===== src/rtl/axi_read_burst_splitter_mid.sv =====
// axi_read_burst_splitter_mid
// Read-command front end: splits one linear read command into AXI4 INCR
// bursts that respect the 4KB boundary and MAX_BURST, caps the number of
// in-flight bursts, and passes R data through with a command-level last flag.
module axi_read_burst_splitter_mid #(
    parameter int unsigned ADDR_W          = 64,
    parameter int unsigned DATA_W          = 512,
    parameter int unsigned ID_W            = 1,
    parameter int unsigned MAX_BURST       = 64,
    parameter int unsigned MAX_OUTSTANDING = 8
) (
    input  logic              ap_clk,
    input  logic              areset,
    // command side
    input  logic              cmd_valid,
    output logic              cmd_ready,
    input  logic [ADDR_W-1:0] cmd_addr,
    input  logic [31:0]       cmd_beats,
    // AXI AR channel
    output logic [ADDR_W-1:0] m_axi_araddr,
    output logic [7:0]        m_axi_arlen,
    output logic [2:0]        m_axi_arsize,
    output logic [1:0]        m_axi_arburst,
    output logic [3:0]        m_axi_arcache,
    output logic [2:0]        m_axi_arprot,
    output logic [3:0]        m_axi_arqos,
    output logic [3:0]        m_axi_arregion,
    output logic              m_axi_arlock,
    output logic [ID_W-1:0]   m_axi_arid,
    output logic              m_axi_arvalid,
    input  logic              m_axi_arready,
    // AXI R channel
    input  logic [DATA_W-1:0] m_axi_rdata,
    input  logic [1:0]        m_axi_rresp,
    input  logic              m_axi_rlast,
    input  logic [ID_W-1:0]   m_axi_rid,
    input  logic              m_axi_rvalid,
    output logic              m_axi_rready,
    // downstream data stream
    output logic [DATA_W-1:0] data_out,
    output logic              data_valid,
    input  logic              data_ready,
    output logic              data_last,
    output logic              busy,
    output logic              err
);

    localparam int unsigned BPB   = DATA_W / 8;
    localparam int unsigned SIZE  = $clog2(BPB);
    localparam int unsigned OUT_W = $clog2(MAX_OUTSTANDING + 1);

    typedef enum logic [1:0] {
        S_IDLE,
        S_ISSUE,
        S_DRAIN
    } state_t;

    state_t             r_state;
    logic               r_cmd_ready;
    logic               r_arvalid;
    logic [ADDR_W-1:0]  r_araddr;
    logic [7:0]         r_arlen;
    logic [ADDR_W-1:0]  r_addr;
    logic [31:0]        r_remaining;
    logic [31:0]        r_len;
    logic [31:0]        r_beats;
    logic [31:0]        r_beat_cnt;
    logic [OUT_W-1:0]   r_out_cnt;
    logic               r_err;

    logic [31:0]        w_page_off;
    logic [31:0]        w_page_room;
    logic [31:0]        w_len;
    logic               w_cmd_hs;
    logic               w_ar_hs;
    logic               w_r_hs;
    logic               w_r_last_hs;
    logic               w_unused_ok;

    assign w_cmd_hs    = cmd_valid & r_cmd_ready;
    assign w_ar_hs     = r_arvalid & m_axi_arready;
    assign w_r_hs      = m_axi_rvalid & data_ready;
    assign w_r_last_hs = w_r_hs & m_axi_rlast;

    // Beats left before the next 4KB page; the address is beat-aligned so this is exact.
    assign w_page_off  = {20'd0, r_addr[11:0]};
    assign w_page_room = (32'd4096 - w_page_off) >> SIZE;

    // Next burst length: min(remaining, MAX_BURST, beats to page end)
    always_comb begin
        w_len = r_remaining;
        if (w_len > 32'(MAX_BURST)) begin
            w_len = 32'(MAX_BURST);
        end
        if (w_len > w_page_room) begin
            w_len = w_page_room;
        end
    end

    // Command FSM: latch command, present one registered AR at a time, drain
    always_ff @(posedge ap_clk) begin
        if (areset) begin
            r_state     <= S_IDLE;
            r_cmd_ready <= 1'b0;
            r_arvalid   <= 1'b0;
            r_araddr    <= '0;
            r_arlen     <= '0;
            r_addr      <= '0;
            r_remaining <= '0;
            r_len       <= '0;
            r_beats     <= '0;
        end else begin
            case (r_state)
                S_IDLE: begin
                    r_cmd_ready <= 1'b1;
                    if (w_cmd_hs) begin
                        r_addr      <= {cmd_addr[ADDR_W-1:SIZE], {SIZE{1'b0}}};
                        r_remaining <= cmd_beats;
                        r_beats     <= cmd_beats;
                        if (cmd_beats != 32'd0) begin
                            r_state     <= S_ISSUE;
                            r_cmd_ready <= 1'b0;
                        end
                    end
                end
                S_ISSUE: begin
                    // arvalid drops for one cycle after each handshake, so the
                    // outstanding count seen here already includes the last burst.
                    if (r_arvalid) begin
                        if (m_axi_arready) begin
                            r_arvalid   <= 1'b0;
                            r_addr      <= r_addr + (ADDR_W'(r_len) << SIZE);
                            r_remaining <= r_remaining - r_len;
                            if (r_remaining == r_len) begin
                                r_state <= S_DRAIN;
                            end
                        end
                    end else if (r_out_cnt < OUT_W'(MAX_OUTSTANDING)) begin
                        r_arvalid <= 1'b1;
                        r_araddr  <= r_addr;
                        r_arlen   <= 8'(w_len - 32'd1);
                        r_len     <= w_len;
                    end
                end
                S_DRAIN: begin
                    if (r_out_cnt == '0) begin
                        r_state     <= S_IDLE;
                        r_cmd_ready <= 1'b1;
                    end
                end
                default: begin
                    r_state <= S_IDLE;
                end
            endcase
        end
    end

    // Outstanding burst counter: +1 per AR handshake, -1 per rlast handshake
    always_ff @(posedge ap_clk) begin
        if (areset) begin
            r_out_cnt <= '0;
        end else begin
            case ({w_ar_hs, w_r_last_hs})
                2'b10:   r_out_cnt <= r_out_cnt + 1'b1;
                2'b01:   if (r_out_cnt != '0) r_out_cnt <= r_out_cnt - 1'b1;
                default: r_out_cnt <= r_out_cnt;
            endcase
        end
    end

    // Per-command beat counter and sticky error flag, both cleared on accept
    always_ff @(posedge ap_clk) begin
        if (areset) begin
            r_beat_cnt <= '0;
            r_err      <= 1'b0;
        end else if (w_cmd_hs) begin
            r_beat_cnt <= '0;
            r_err      <= 1'b0;
        end else if (w_r_hs) begin
            r_beat_cnt <= r_beat_cnt + 32'd1;
            if (m_axi_rresp != 2'b00) begin
                r_err <= 1'b1;
            end
        end
    end

    assign cmd_ready      = r_cmd_ready;
    assign busy           = (r_state != S_IDLE);
    assign err            = r_err;

    assign m_axi_araddr   = r_araddr;
    assign m_axi_arlen    = r_arlen;
    assign m_axi_arvalid  = r_arvalid;
    assign m_axi_arsize   = 3'(SIZE);
    assign m_axi_arburst  = 2'b01;
    assign m_axi_arcache  = 4'b0011;
    assign m_axi_arprot   = '0;
    assign m_axi_arqos    = '0;
    assign m_axi_arregion = '0;
    assign m_axi_arlock   = 1'b0;
    assign m_axi_arid     = '0;

    assign data_out       = m_axi_rdata;
    assign data_valid     = m_axi_rvalid;
    assign m_axi_rready   = data_ready;
    assign data_last      = m_axi_rvalid & (r_beat_cnt == (r_beats - 32'd1));

    // R id is ignored and the sub-beat address bits are discarded.
    assign w_unused_ok    = ^{m_axi_rid, cmd_addr[SIZE-1:0]};

endmodule


===== config.mk =====
export PLATFORM = sky130hd
export DESIGN_NAME = axi_read_burst_splitter_mid
export DESIGN_NICKNAME = d
export VERILOG_FILES = /design/src/rtl/axi_read_burst_splitter_mid.sv
export SDC_FILE = /design/constraint.sdc
export NUM_CORES = 1
export LEC_CHECK = 0
export CAP_MARGIN = 20
export CORE_AREA = 2 2 486 488
export DETAILED_ROUTE_END_ITERATION = 12
export DIE_AREA = 0 0 488 490
export GPL_TIMING_DRIVEN = 1
export PLACE_DENSITY_LB_ADDON = 0.12
export SETUP_SLACK_MARGIN = 0.4
export SKIP_CTS_REPAIR_TIMING = 1
export SYNTH_ARGS = -nofsm -noshare
export SYNTH_HDL_FRONTEND = slang
export SYNTH_SLANG_ARGS = --single-unit

===== constraint.sdc =====
create_clock -name ap_clk -period 5.6 [get_ports ap_clk]
set_clock_uncertainty 0.15 [all_clocks]
set_input_delay 1.68 -clock ap_clk [delete_from_list [all_inputs] [get_ports ap_clk]]
set_output_delay 1.68 -clock ap_clk [all_outputs]
set_load 0.05 [all_outputs]

==> results.yml <==
routing:
  drtPass1Iterations: 5
  vias: 15600
  finalWirelength_um: 101000
  drcViolationCount: 0
  wire_per_inst_um: 18.8
  ant_nets: 0
  dr.first_iter.drc_count: 678
  viasPerCell: 2.92
clock_network:
  cts.sink_count: 261
  clock_path_buffers: 3
  clock_slew_at_reported_path_ffs_ns: 0.07
  clkLatencyLatePin_ns: 0.60
  tritoncts.num_buffers: 43
  htreeDepth: 2
  cell_at_the_root_of_the_clock_tree: "clkbuf_16"
  tritoncts: "built"
synth:
  synth_enable_flop_cells: 0
  syn-cell-area_um2: 19400
  number_of_synthesized_register_bits: 261
  ys_seq_area_share_pct: 27.0
  syn-instance-count: 2541
  synth_top_flop_cell: "dfxtp_1"
  synth.distinct_cells: 82
  netlist_top_cells_area: "dfxtp_1 27%, buf_4 21%, nand2_1 6.3%"
  synth_top_area_share_pct: 27.0
  synth_async_sr_flop_share_pct: 0
  syn_area_per_cell_um2: 7.62
  ys_warn_count: 0
  synth.largest_area_cell: "dfxtp_1"
hold_path:
  min-delay-path-class: "reg2reg"
grt:
  grt-ovfl-total: 0
  maximum_number_of_pins_on_one_net_before_global_route_repair: 108
  grt_pass1_vias: 16400
  grt_util_met3_pct: 2.95
  globalRouteMet2Util_pct: 14.0
  initial_antenna_violation_count: 28
  grt.met1_usage_pct: 8.54
  grt_util_overall_pct: 8.15
  grt_first_pass_wirelength_um: 138000
  most_used_routing_layer: "met2"
worst_setup_path:
  timing_worst_setup_path_type: "in2out"
  required_ns: 3.77
  arrival_time_at_the_worst_endpoint_ns: 3.87
  worstPathMaxFanout: 2
  timing.critical_path.from_type: "primary input"
  critPathCaptureType: "output port"
run_status:
  violated_checks: "setup timing"
  status: "finished with violations"
cells_and_area:
  mostFrequentLayoutCell: "nand2_1"
  area_growth_syn_to_layout_pct: 16.2
  finalNonFillerCells: 5343
  layout_common_cells: "326 x nand2_1, 261 x dfxtp_1, 204 x a21oi_1"
  final_net_count: 2856
  finish.utilization_pct: 9.61
  share_of_final_layout_standard_cells_stronger_than_drive_strength_1_pct: 6.85
die:
  floorplan.die.height_um: 490
  coreArea_um2: 234000
  fp.dieArea_um2: 239000
  fp.dieW_um: 488
  i_o_pin_total: 1231
  start_util_pct: 8.27
  num_rows: 178
sta:
  fmaxAchievable_mhz: 175
  count_of_final_setup_violators: 1
  post-route-period-util_pct: 102
  slew_headroom_pct: 39.6
  timing_max_transition_violations_final: 0
  worst-slew-pin-transition_ns: 0.906
  fin_ws_ns: -0.101
  rsz0062_at_grt: "true"
  final_period_minus_worst_setup_slack_ns: 5.70
  hold_violations: 0
power_and_ir_drop:
  totalPowerFinal_w: 0.00665
  ir_worst_vdd_v: 0.000158
  static-leakage-power_nw: 7.36
  cellPowerDensity_nw_per_um2: 296
placed_design:
  number_of_buffer_cells_added_on_primary_ports: 171
  gp_routability_congestion: 0.697
  cells_after_dpl: 5262
  place.detailed.hpwl_um: 78500
job:
  max_cap_violations: 0
-- cell usage after synthesis (6+ instances only) --
cell type	instances
nor4_1	24
nand2b_1	12
nand3_1	62
o211ai_1	13
o21ai_1	9
a21oi_1	204
o22ai_1	10
inv_1	64
clkbuf_1	104
nand2_1	327
nor2b_1	14
xor2_1	74
and3_1	30
o21ai_0	83
mux2i_1	13
ha_1	77
a22oi_1	6
nor2_1	183
or3_1	14
a21o_1	35
nand4_1	30
buf_4	542
a31oi_1	26
and2_1	14
o21bai_1	8
or4_1	6
nor3_1	57
a211oi_1	34
a221oi_1	12
xnor2_1	57
a311oi_1	22
dfxtp_1	261
buf_1	8
-- flip-flops by register name (all words and copies together) (netlist names), 2 cells and up --
| name | cells |
|---|---|
| r_beats | 32 |
| r_addr | 58 |
| m_axi_arlen | 8 |
| r_beat_cnt | 32 |
| r_len | 32 |
| r_out_cnt | 4 |
| r_state | 2 |
| m_axi_araddr | 58 |
| r_remaining | 32 |
-- where the power goes --
part,switching (W),leakage [nW],internal [W]
Clock,0.00115,0.723,0.00174
Combinational,0.00106,4.52,0.000624
Sequential,0.000125,2.12,0.00196
-- final timing paths --
kind | from | endpoint | slack (ns) | cells past startpoint
max | m_axi_rvalid | data_last | -0.10 | 12
min | err$_SDFFE_PP0P_ | err$_SDFFE_PP0P_ | 0.30 | 2
max reg2reg | r_remaining[26]$_SDFFE_PP0P_ | m_axi_arlen[6]$_SDFFE_PP0P_ | 0.98 | 17
min reg2reg | err$_SDFFE_PP0P_ | err$_SDFFE_PP0P_ | 0.30 | 2
-- metal layers --
metal / vias up / part of all wire (%) / wire, um
li1: 7412 / - / -
met1: 7215 / 37 / 37700
met2: 562 / 48 / 48000
met3: 412 / 8.0 / 8090
met4: 12 / 6.6 / 6670
met5: - / 0.13 / 132
-- per-stage QoR --
step	hold WS, ns	cell area, um2	setup slack [ns]	setup TNS [ns]
2_1_floorplan	0.296	19500	0.202	0
3_3_place_gp	0.293	21000	-0.660	-0.660
3_5_place_dp	0.293	21000	-0.693	-0.693
4_1_cts	0.304	22500	-0.699	-0.699
5_1_grt	0.319	22500	-0.306	-0.306
6_report	0.297	22500	-0.101	-0.101
-- area by class of cell --
class	count	area, um2
antenna	2	5.00
clock buffer	63	1290
clock inverter	15	164
fill	27300	212000
inverter	64	240
multi-input combinational	1585	9580
sequential	261	5230
tap	3150	3940
timing repair buffer	203	2040
-- kinds of logic after synthesis --
group                    share of synthesized area (%)
AO/OA/AOI/OAI                                     17.2
XOR/XNOR                                          5.93
adder cells (fa/ha/maj)                           5.29
buffers and inverters                             24.5
flip-flops                                        27.0
multiplexers                                     0.963
other                                           0.0388
AND/OR/NAND/NOR                                   19.1
-- worst max-delay path, stage by stage --
cell       delay, ns
buf_6           0.07
buf_12          0.10
nand3_4         0.06
a2111oi_4       0.18
nand3_1         0.14
a2111oi_2       0.21
nand4_1         0.25
a2111oi_4       0.36
nand4_1         0.16
buf_4           0.18
a2111oi_4       0.25
buf_12          0.20
Power figures use the tool's default switching activity.
==> patch 1 (same settings) <==
The parameter `DATA_W` goes from 512 to 128.
--- a/src/rtl/axi_read_burst_splitter_mid.sv
+++ b/src/rtl/axi_read_burst_splitter_mid.sv
@@ -4,7 +4,7 @@
 // in-flight bursts, and passes R data through with a command-level last flag.
 module axi_read_burst_splitter_mid #(
     parameter int unsigned ADDR_W          = 64,
-    parameter int unsigned DATA_W          = 512,
+    parameter int unsigned DATA_W          = 128,
     parameter int unsigned ID_W            = 1,
     parameter int unsigned MAX_BURST       = 64,
     parameter int unsigned MAX_OUTSTANDING = 8
Ports: changed (resized data_out and m_axi_rdata); port bits go from 1231 to 463. The function was not compared with the original's and may differ.
==> patch 1 against the original RTL <==
  * The run still ends with negative setup slack left
  * Power rose by 4.1%
  * Hold slack got worse by 0.70 ps
  * Worst setup slack got worse by 11 ps
  * Synthesized area fell by 12%
  * Non-clock buffer count rose by 21
  * Sequential share of layout area fell by 0.51 points
  * Wire length fell by 11%
  * Register-to-register slack got worse by 200 ps
  * Utilization rose by 0.37 points
  * Fmax fell by 0.19%
  * Sequential cell count rose by 4
  * Design area rose by 3.8%
  * Critical path depth fell by 1
  * Critical path type is now flip-flop to output port
==> patch 1: results (changes against the original RTL) <==
Status
  • Status: finished, violations left
  • Failing checks: negative setup slack

Yosys
  • Post-synthesis adder-cell area fraction: 0.06054 (+0.007656)
  • Xor and xnor area share after synthesis: 0.06902 (+0.009737)
  • Sequential share of the synthesized area: 0.3100 (+0.04003)
  • Synth Instances: 2272 (-11%)
  • Area contributors post-synth: dfxtp_1 (31%), nand2_1 (8.1%), buf_4 (6.8%)

GRT
  • First-pass GRT wire length: 126600 um (-8.4%)
  • Vias in the first global route: 16250 (-0.94%)
  • GRT Util Overall: 0.07375 (-0.007790)
  • M3 GR Usage: 0.01743 (-0.01204)
  • Met2 Usage GRT: 0.1177 (-0.02211)

STA
  • Setup ws final: -112.3 ps (-10.91 ps)
  • # setup viols final: 1 (unchanged)

Placed design
  • Buffers on Ports: 175 (+2.3%)
  • Final HPWL DP: 68520 um (-13%)
  • Worst slack at placement: -329.0 ps (+364.3 ps)
  • Placed Area: 21730 um2 (+3.5%)

Detailed routing
  • Wirelength per Cell: 16.30 um (-13%)
  • M1 wire length: 41520 um (+10%)
  • Met3 routed wirelength: 3978 um (-51%)
  • Met2 routed WL: 41490 um (-14%)

Setup path
  • Slowest cell on crit path: or4_4
  • Critical-path maximum fanout: 5 (+3)
  • Worst EP arrival: 3880 ps (about the same)

Final layout
  • Filler Cells Inserted: 27250 (-0.040%)

Power and ir drop
  • Leakage Power: 7.741 nW (+5.1%)
## patch 1: cell count changes after synthesis, moves of 8 or more
cell | before | now
a311oi_1 | 22 | 31
buf_4 | 542 | 156
clkbuf_1 | 104 | 113
nand2_1 | 327 | 368
nor2_1 | 183 | 203
nor3_1 | 57 | 72
o21a_1 | 5 | 13
o21ai_1 | 9 | 1
## patch 1: layout make-up
class | count | area, um2 | share of cell area
Clock inverter | 14 | 200.2 | 0.008573
Inverter | 67 | 251.5 | 0.01077
Timing Repair Buffer | 224 | 2196 | 0.09403
Sequential cell | 265 | 5306 | 0.2272
Multi-Input combinational cell | 1687 | 10110 | 0.4328
Antenna cell | 10 | 25.02 | 0.001072
Tap cell | 3150 | 3941 | 0.1688
Clock buffer | 66 | 1325 | 0.05674
## patch 1: power breakdown
part	switching [mW]	leakage [nW]	internal, mW
Combinational	1.15	4.83	0.679
Clock	1.20	0.754	1.78
Sequential	0.128	2.15	1.99
==> patch 2 (same flow settings) <==
Without the edit above. Register the output `err` once more, without a reset; this adds one clock of latency there. The other outputs are not delayed to match.
--- a/src/rtl/axi_read_burst_splitter_mid.sv
+++ b/src/rtl/axi_read_burst_splitter_mid.sv
@@ -186,7 +186,9 @@
 
     assign cmd_ready      = r_cmd_ready;
     assign busy           = (r_state != S_IDLE);
-    assign err            = r_err;
+    always_ff @(posedge ap_clk) begin
+        err <= r_err;
+    end
 
     assign m_axi_araddr   = r_araddr;
     assign m_axi_arlen    = r_arlen;
Check against the original RTL: not settled (the Yosys comparison gave no result); the edit may change what the design does.
==> patch 2 against the original RTL <==
  * Power decreased by 0.73%
  * Largest power group unchanged
  * Sequential share of layout area increased by 0.068 points
  * Synthesized cell count about the same
  * Count of clock-buffer cells in the layout decreased by 5
  * Synthesized area increased by 0.10%
  * The flow still finishes with violations (negative setup slack)
  * Wire length decreased by 0.32%
  * Critical path type unchanged
  * Sequential cell count increased by 1
  * Die area unchanged
  * Design area about the same
  * Clock power decreased by 2%
  * Register-to-register slack improved by 60 ps
  * Worst setup slack got worse by 65 ps
==> patch 2: results (changes against the original RTL) <==
Placed design
  • Placed Area: 21050 um2 (+0.24%)
  • Cells after DPL: 5267 (+0.095%)
  • Worst slack at placement: -766.1 ps (-72.73 ps)
  • Final HPWL DP: 78900 um (+0.50%)
  • Placer Congestion: 0.6992 (+0.27%)

Status
  • Failing checks: negative setup slack
  • Status: finished, violations left

GRT
  • First-pass GRT wire length: 137500 um (-0.54%)
  • Largest net degree at the start of global routing: 104 (-3.7%)
  • GRT Util Overall: 0.08121 (-0.0003343)
  • Initial antenna violation count: 30 (+7.1%)

Yosys
  • Synthesized flop and latch total: 262 (+0.38%)
  • Avg Cell Area, Syn: 7.621 um2 (about the same)
  • Number of synthesized flops with an enable pin: 0 (unchanged)
  • Top cells by count, synth: buf_4 (542), nand2_1 (327), dfxtp_1 (262)
  • Post-synth cell types: 82 (unchanged)
  • Async set-reset flop share out of synthesis: 0 (unchanged)
  • Sequential share of the synthesized area: 0.2707 (+0.0007544)
  • Area contributors post-synth: dfxtp_1 (27%), buf_4 (21%), nand2_1 (6.3%)
  • Synth warnings: 0 (unchanged)

Final layout
  • ClkCell Share: 0.06302 (-0.001780)
  • Layout cell share with drive strength beyond 1: 0.07029 (+0.001826)
  • Antenna Cells: 4 (+2)
  • NonClk Buf Share: 0.09159 (+0.0009198)
  • Final net count: 2859 (+0.11%)
  • Reg area: 5245 um2 (+0.38%)
  • Signal buffers: 206 (+1.5%)
  • Filler Cells Inserted: 27240 (-0.073%)
  • Number of non-clock inverters in the layout: 64 (unchanged)
  • Fraction of standard cell area in multi-input logic: 0.4262 (about the same)
  • CLK BUF: 58 (-7.9%)
  • Final instance area: 22510 um2 (about the same)

Setup path
  • Max incr delay on CP: 360 ps (about the same)
  • Critical-path maximum fanout: 3 (+1)
  • Worst EP arrival: 3940 ps (+70 ps)
  • Slowest cell on crit path: a2111oi_4

Detailed routing
  • Final WL: 100300 um (-0.32%)
  • Wirelength per Cell: 18.76 um (-0.35%)
  • Routed vias/inst: 2.912 (-0.33%)
  • Initial DRC Count: 589 (-13%)

STA
  • Rel. slew slack: 0.3531 (-0.04295)
  • Setup ws final: -166.4 ps (-65.04 ps)
  • # setup viols final: 1 (unchanged)
  • Setup_tns: -166.4 ps (-65.04 ps)

Clock tree
  • CTS Buf Count: 42 (-2.3%)
  • H-tree depth: 2 (unchanged)
  • Worst-path clk slew: 60 ps
  • Root buf cell: clkbuf_16
  • Worst-Skew Late Latency: 630 ps (+30 ps)

Power and ir drop
  • Leakage Power: 7.366 nW (about the same)
  • VDD IR-drop max: 0.1641 mV (+4.1%)
## patch 2: cell types whose count changed in the layout (fill, tap and decap cells not counted), moves of 2 or more
cell | before | now
clkbuf_1 | 8 | 4
buf_4 | 27 | 30
clkbuf_16 | 45 | 42
clkbuf_8 | 11 | 13
clkinv_2 | 8 | 6
diode_2 | 2 | 4
## patch 2: power breakdown
group,switching (mW),internal (mW),leakage (nW)
sequential,0.127,1.96,2.13
combinational,1.06,0.627,4.53
clock,1.16,1.67,0.704
total,2.34,4.26,7.37
## patch 2: logic make-up (layout without fill, tap and decap cells)
| group | count (synthesis) | count (layout) | synth area share |
|---|---|---|---|
| other cells | 2 | 32 | 0.0003876 |
| flops | 262 | 262 | 0.2707 |
| buf+inv | 721 | 344 | 0.2452 |
| xor+xnor | 131 | 131 | 0.05922 |
| fa+ha+maj | 80 | 80 | 0.05283 |
| compound gates | 524 | 524 | 0.1715 |
| simple gates | 804 | 804 | 0.1905 |
| mux | 18 | 18 | 0.009622 |
## patch 2: final timing paths
check	slack, ps	to	depth (start not counted)	from
hold reg to reg	210	err$_DFF_P_	0	r_err$_SDFFE_PP0P_
hold / removal	210	err$_DFF_P_	0	r_err$_SDFFE_PP0P_
setup reg to reg	1040	r_addr[52]$_SDFFE_PP0P_	13	r_addr[6]$_SDFFE_PP0P_
setup / recovery	-170	data_last	12	m_axi_rvalid
## patch 2: layer usage
| layer | up-vias | GRT usage | routed length [um] |
|---|---|---|---|
| met1 | 7186 | 0.08454 | 37650 |
| met2 | 565 | 0.1376 | 47580 |
| met5 | - | 0.001409 | 191 |
| li1 | 7406 | - | - |
| met3 | 386 | 0.03672 | 9551 |
| met4 | 24 | 0.03953 | 5310 |
